`config.mk`:
```
export PLATFORM = sky130hd
export DESIGN_NAME = uart_recv
export DESIGN_NICKNAME = d
export VERILOG_FILES = /design/src/rtl/uart_recv.sv
export SDC_FILE = /design/constraint.sdc
export NUM_CORES = 1
export LEC_CHECK = 0
export BUFFER_PORTS_ARGS = -buffer_cell sky130_fd_sc_hd__buf_2
export CORE_AREA = 2 2 178 180
export DETAILED_ROUTE_END_ITERATION = 6
export DIE_AREA = 0 0 180 182
export PLACE_DENSITY_LB_ADDON = 0.15
export SLEW_MARGIN = 10
export SYNTH_ARGS = -nofsm -noshare
export SYNTH_HDL_FRONTEND = slang
export SYNTH_SLANG_ARGS = --single-unit
export TNS_END_PERCENT = 100
```
`constraint.sdc`:
```
create_clock -name clk -period 9.8 [get_ports clk]
set_input_delay 0.49 -clock clk [delete_from_list [all_inputs] [get_ports clk]]
set_output_delay 0.49 -clock clk [all_outputs]
set_load 0.02 [all_outputs]
```
`src/rtl/uart_recv.sv`:
```
`default_nettype none
// ============================================================================
// uart_recv : asynchronous serial receiver, 5-8 data bits, 1-2 stop bits
// Revision  : 1.0
// ============================================================================
module uart_recv #(
   parameter int SYNC_STAGES = 2
) (
   input  logic        clk,
   input  logic        rst,
   input  logic        RX_serial,
   input  logic [25:0] clk_freq,
   input  logic [19:0] uart_baud,
   input  logic [3:0]  data_bits_rx,
   input  logic [1:0]  stop_bits_rx,
   output logic        RX_DV,
   output logic [7:0]  RX_BYTE,
   output logic        RX_Active,
   output logic        RX_Frame_Err
);

   localparam int C_SYNC = (SYNC_STAGES < 2) ? 2 : SYNC_STAGES;

   typedef enum logic [2:0] {
      IDLE      = 3'd0,
      START_BIT = 3'd1,
      DATA_BITS = 3'd2,
      STOP_BITS = 3'd3,
      CLEAN_UP  = 3'd4
   } state_t;

   state_t            state_q;
   logic [C_SYNC-1:0] sync_q;
   logic [13:0]       cnt_q;
   logic [13:0]       cpb_q;
   logic [2:0]        bit_idx_q;
   logic [2:0]        last_idx_q;
   logic              stop_idx_q;
   logic              two_stop_q;
   logic [7:0]        shift_q;
   logic              err_q;

   logic              w_rx_s;
   logic [13:0]       w_cpb;
   logic [13:0]       w_cpb_m1;
   logic [13:0]       w_half_m1;
   logic [2:0]        w_last_idx;
   logic              w_two_stop;
   logic [7:0]        w_mask;

   assign w_rx_s     = sync_q[C_SYNC-1];
   assign w_cpb      = 14'(clk_freq / {6'd0, uart_baud});
   assign w_cpb_m1   = cpb_q - 14'd1;
   assign w_half_m1  = (cpb_q >> 1) - 14'd1;
   // Out-of-range widths fall back to 8 bits (last index 7); 8 wraps to 7 too.
   assign w_last_idx = (data_bits_rx >= 4'd5 && data_bits_rx <= 4'd8)
                       ? (data_bits_rx[2:0] - 3'd1) : 3'd7;
   assign w_two_stop = (stop_bits_rx == 2'd2);
   assign w_mask     = 8'hFF >> (3'd7 - last_idx_q);

   always_ff @(posedge clk or posedge rst) begin
      if (rst) begin
         sync_q <= '1;
      end else begin
         sync_q <= {sync_q[C_SYNC-2:0], RX_serial};
      end
   end

   always_ff @(posedge clk or posedge rst) begin
      if (rst) begin
         state_q      <= IDLE;
         cnt_q        <= '0;
         cpb_q        <= '0;
         bit_idx_q    <= '0;
         last_idx_q   <= 3'd7;
         stop_idx_q   <= 1'b0;
         two_stop_q   <= 1'b0;
         shift_q      <= '0;
         err_q        <= 1'b0;
         RX_DV        <= 1'b0;
         RX_BYTE      <= 8'h00;
         RX_Active    <= 1'b0;
         RX_Frame_Err <= 1'b0;
      end else begin
         RX_DV        <= 1'b0;
         RX_Frame_Err <= 1'b0;
         case (state_q)
            IDLE: begin
               if (!w_rx_s) begin
                  state_q    <= START_BIT;
                  cnt_q      <= '0;
                  RX_Active  <= 1'b1;
                  cpb_q      <= w_cpb;
                  last_idx_q <= w_last_idx;
                  two_stop_q <= w_two_stop;
                  shift_q    <= '0;
                  err_q      <= 1'b0;
               end
            end
            START_BIT: begin
               if (cnt_q == w_half_m1) begin
                  cnt_q <= '0;
                  if (!w_rx_s) begin
                     state_q   <= DATA_BITS;
                     bit_idx_q <= '0;
                  end else begin
                     state_q   <= IDLE;
                     RX_Active <= 1'b0;
                  end
               end else begin
                  cnt_q <= cnt_q + 14'd1;
               end
            end
            DATA_BITS: begin
               if (cnt_q == w_cpb_m1) begin
                  cnt_q            <= '0;
                  shift_q[bit_idx_q] <= w_rx_s;
                  if (bit_idx_q == last_idx_q) begin
                     state_q    <= STOP_BITS;
                     stop_idx_q <= 1'b0;
                  end else begin
                     bit_idx_q <= bit_idx_q + 3'd1;
                  end
               end else begin
                  cnt_q <= cnt_q + 14'd1;
               end
            end
            STOP_BITS: begin
               if (cnt_q == w_cpb_m1) begin
                  cnt_q <= '0;
                  if (two_stop_q && !stop_idx_q) begin
                     stop_idx_q <= 1'b1;
                     err_q      <= err_q | ~w_rx_s;
                  end else begin
                     // Outputs registered here so they are visible during CLEAN_UP.
                     state_q      <= CLEAN_UP;
                     RX_DV        <= 1'b1;
                     RX_BYTE      <= shift_q & w_mask;
                     RX_Frame_Err <= err_q | ~w_rx_s;
                     RX_Active    <= 1'b0;
                  end
               end else begin
                  cnt_q <= cnt_q + 14'd1;
               end
            end
            CLEAN_UP: begin
               state_q <= IDLE;
            end
            default: begin
               state_q   <= IDLE;
               RX_Active <= 1'b0;
            end
         endcase
      end
   end

endmodule
`default_nettype wire

```
==> qor.yml, run 1 <==
floorplan:
  rows: 65
  die_height_um: 182
  ios: 66
  die_x_um: 180
  start_util_pct: 68.4
outcome:
  first-error: "[ERROR DPL-0033] detailed placement checks failed during check placement."
  status: "aborted with a tool error"
  failed_stage: "detailed placement"
yosys:
  synth_nets: 3296
  synth_edf_count: 0
  syn_area_um2: 21200
  synth_seq_cells: 61
  yosysUniqueCellTypes: 94
  yosys_warnings: 0
  synthArstFlopShare_pct: 100
  yosys.area.top_type: "ha_1"
  ys_top_cells_by_area: "ha_1 20%, dfrtp_1 6.6%, xnor2_1 5.8%, a21oi_1 5.4%, o21ai_0 5.0%"
  syn_area_per_cell_um2: 7.30
  synthCells: 2903
  yosysTopAreaCellShare_pct: 20.0
  yosysSeqAreaShare_pct: 7.23
  ys.flop_type: "dfrtp_1"
placement:
  numPortBuffers: 65
  hpwl_um: 91300
  gp_congestion: 1.09
through the flow:
stage / worst slack, ns / std cells / TNS (ns) / instance area, um2 / hold slack (ns)
after floorplan: -39.39 / 2903 / -314.60 / 22700 / 0.345
after global placement: -38.47 / 4270 / -310.33 / 30300 / 0.347
Yosys cell counts, drive strengths merged, types with 12 or more instances:
| cell type | n |
|---|---|
| ha | 338 |
| nand2 | 270 |
| nor2 | 248 |
| a21oi | 231 |
| o21ai | 217 |
| xnor2 | 141 |
| nor3 | 111 |
| inv | 109 |
| mux2 | 109 |
| o21a | 104 |
| clkbuf | 87 |
| xor2 | 84 |
| a21o | 77 |
| nand3 | 71 |
| dfrtp | 56 |
| nand2b | 47 |
| nor2b | 42 |
| o211ai | 42 |
| a31oi | 32 |
| o31ai | 32 |
| a211oi | 31 |
| or3 | 28 |
| nor4 | 26 |
| and2 | 25 |
| and3 | 25 |
| mux2i | 23 |
| or2 | 21 |
| a21boi | 19 |
| nand4 | 19 |
| o21bai | 19 |
| buf | 15 |
| a2111oi | 12 |
| a31o | 12 |
cells by family after synthesis:
kind of cell               count (synthesis)  share of synthesized area, %
muxes                                    132                          7.20
buffers and inverters                    211                          3.87
adders and majority gates                338                          20.0
AOI/OAI and AO/OA                        957                          30.0
and+or+nand+nor                          979                          22.5
xor gates and xnor gates                 225                          9.30
DFF                                       61                          7.23
==> run 2: changes to the inputs <==
--- a/config.mk
+++ b/config.mk
@@ -6,9 +6,9 @@
 export NUM_CORES = 1
 export LEC_CHECK = 0
 export BUFFER_PORTS_ARGS = -buffer_cell sky130_fd_sc_hd__buf_2
-export CORE_AREA = 2 2 178 180
+export CORE_AREA = 2 2 234 236
 export DETAILED_ROUTE_END_ITERATION = 6
-export DIE_AREA = 0 0 180 182
+export DIE_AREA = 0 0 236 238
 export PLACE_DENSITY_LB_ADDON = 0.15
 export SLEW_MARGIN = 10
 export SYNTH_ARGS = -nofsm -noshare
==> run 2 against run 1 <==
  * The flow now finishes, with violations (negative setup slack)
  * Synthesized cell count stayed put
  * Synthesized area stayed put
==> qor.yml, run 2 <==
outcome:
  status: "finished with violations"
  violations: "negative setup slack"
yosys:
  synth_seq_cells: 61  # unchanged
  synthArstFlopShare_pct: 100  # unchanged
  yosysSeqAreaShare_pct: 7.23  # unchanged
  yosys_warnings: 0  # unchanged
  syn_area_um2: 21200  # unchanged
  ys.flop_type: "dfrtp_1"
  synth_edf_count: 0  # unchanged
  ys_top_cells_by_area: "ha_1 20%, dfrtp_1 6.6%, xnor2_1 5.8%, a21oi_1 5.4%, o21ai_0 5.0%"
  yosysMostFrequentCell: "ha_1"
  syn_area_per_cell_um2: 7.30  # unchanged
  synth_common_cells: "338 x ha_1, 270 x nand2_1, 248 x nor2_1"
  synth_nets: 3296  # unchanged
  synthCells: 2903  # unchanged
  yosysUniqueCellTypes: 94  # unchanged
  yosys.area.top_type: "ha_1"
  yosysTopAreaCellShare_pct: 20.0  # unchanged
floorplan:
  die_x_um: 236  # +31%
  ios: 66  # unchanged
  start_util_pct: 39.6  # -29 points
  core_area_um2: 53500
  die_height_um: 238  # +31%
  dieArea_um2: 56200
  rows: 85  # +31%
sta:
  hold_violations: 0
  fin_skew_ns: 0.00685
  fin_crit_sh_pct: 498
  rsz0062_at_grt: "yes"
  slew_headroom_pct: 40.3
  finalSetupViolCount: 14
  min_period_ns: 48.82
  slew_violations: 0
  max_freq_mhz: 20.5
  worst_slew_pin_slew_ns: 0.889
  fin_ws_ns: -39.02
  finalHoldWorstSlack_ns: 0.256
global_route:
  grt_remaining_overflow: 0
  antenna_found_initial: 0
  grt_pass1_wl_um: 143000
  grt_pass1_vias: 28400
  track_usage_pct: 30.8
  grt_max_degree: 62
placement:
  pre_cts_slack_ns: -41.00
  numPortBuffers: 65  # unchanged
  dp_cells: 4670
  gp_congestion: 0.958  # -12%
  hpwl_um: 68200  # -25%
cells_and_area:
  reg_top3: "cnt_q: 14 flops, cpb_q: 14 flops"
  antenna_cells: 0
  utilization_pct: 68.8
  final-seq-area_um2: 1530
  multi_input_area_um2: 22200
  layout_commonest_cell: "buf_4"
  fill_cells: 4191
  layout-drive-gt1-share_pct: 49.0
  final_cell_mix: "1319 x buf_4, 249 x nand2_1, 249 x ha_1"
  syn2layout_area_growth_pct: 73.7
  fin_cells: 5005
  final_nets: 4697
clock_network:
  cts_made_buffers: 9
  clock_latency_ns: 0.34
  cts-root-buf: "clkbuf_16"
  path_clk_slew_ns: 0.05
  cts_sinks: 61
  htree_levels: 3
  clockBufferDepth: 2
  cts_tree: "done"
drt:
  viasPerCell: 5.66
  dr.pass1.iters: 6
  routedWlPerCell_um: 18.7
  drc_errors: 0
  wl_um: 93500
  via_count: 28400
  drt_iter0_drc: 1956
  ant_nets: 0
min_path:
  hold_class: "primary input to flip-flop"
worst_setup_path:
  cp_max_fo: 12
  critical-path-max-stage-delay_ns: 0.54
  required_ns: 10.02
  cp_slowest_cell: "or4_4"
  end_kind: "flip-flop"
  cp_top_family: "compound AO/OA/AOI/OAI gates"
  crit_top_cell: "buf_6"
  r2r_setup_slack_ns: 5.45
  crit_path_start_kind: "primary input"
  cp_num_buf_inv: 46
  crit_type: "primary input to flip-flop"
  cp.arrival_ns: 49.03
run:
  drv_cap: 0
[run 2: logic make-up (layout without fill, tap and decap cells)]
| group | Yosys count | after routing | share of synthesized area, % |
|---|---|---|---|
| adder cells (fa/ha/maj) | 338 | 338 | 20.0 |
| AND/OR/NAND/NOR | 979 | 980 | 22.5 |
| AO/OA/AOI/OAI | 957 | 959 | 30.0 |
| buffers and inverters | 211 | 1614 | 3.87 |
| XOR/XNOR | 225 | 225 | 9.30 |
| multiplexers | 132 | 132 | 7.20 |
| flip-flops | 61 | 61 | 7.23 |
[run 2: what timing repair did]
item,CTS,global route
pin swaps,171,208
setup endpoints to repair,14,14
hold buffers,0,0
cloned,5,0
buffers inserted,209,131
resized for setup,340,239
[run 2: worst register-to-register path, cell delays in order, from the launching register on]
cell     delay, ns
dfrtp_1       0.52
nor4_1        0.56
nor2b_1       0.40
nand2_1       0.09
nor2_1        0.38
o31ai_1       0.17
xnor2_1       0.18
or4_1         0.40
nor4_1        0.34
buf_4         0.25
o21a_1        0.53
o21ai_0       0.20
nand2_1       0.10
o41ai_1       0.08
[run 2: routing by layer]
metal / GRT usage (%) / vias up / wire [um]
li1: - / 13700 / -
met1: 38.1 / 13500 / 40000
met3: 2.34 / 279 / 3920
met2: 55.0 / 871 / 45000
met5: 0 / - / 0
met4: 12.9 / 0 / 4550
[run 2: through the flow]
step | TNS, ns | instance area [um2]
3_3_place_gp | -327.09 | 31500
5_1_grt | -331.92 | 36800
6_report | -314.90 | 36800
2_1_floorplan | -314.60 | 22700
3_5_place_dp | -336.87 | 31500
4_1_cts | -303.09 | 34900
[run 2: area by class of cell]
class / count / share of cell area, %
tap: 696 / 2.36
inverter: 109 / 1.11
clock buffer: 9 / 0.612
timing repair buffer: 1489 / 31.2
clock inverter: 7 / 0.200
sequential: 61 / 4.16
multi-input combinational: 2634 / 60.3
[run 2: worst paths after layout]
path                                    from            to  cells after the start
worst max register to register      cpb_q[3]      cnt_q[5]                     13
worst min register to register     sync_q[0]     sync_q[1]                      0
max in group asynchronous                rst  RX_Frame_Err                      3
min in group asynchronous                rst    state_q[0]                      3
worst max-delay path            uart_baud[9]      cpb_q[0]                    256
worst min-delay path               RX_serial     sync_q[0]                      1
Power of run 2 is left out: the tool's default activity adds up to more than one toggle a clock period on the data nets, which glitch-free logic cannot reach.
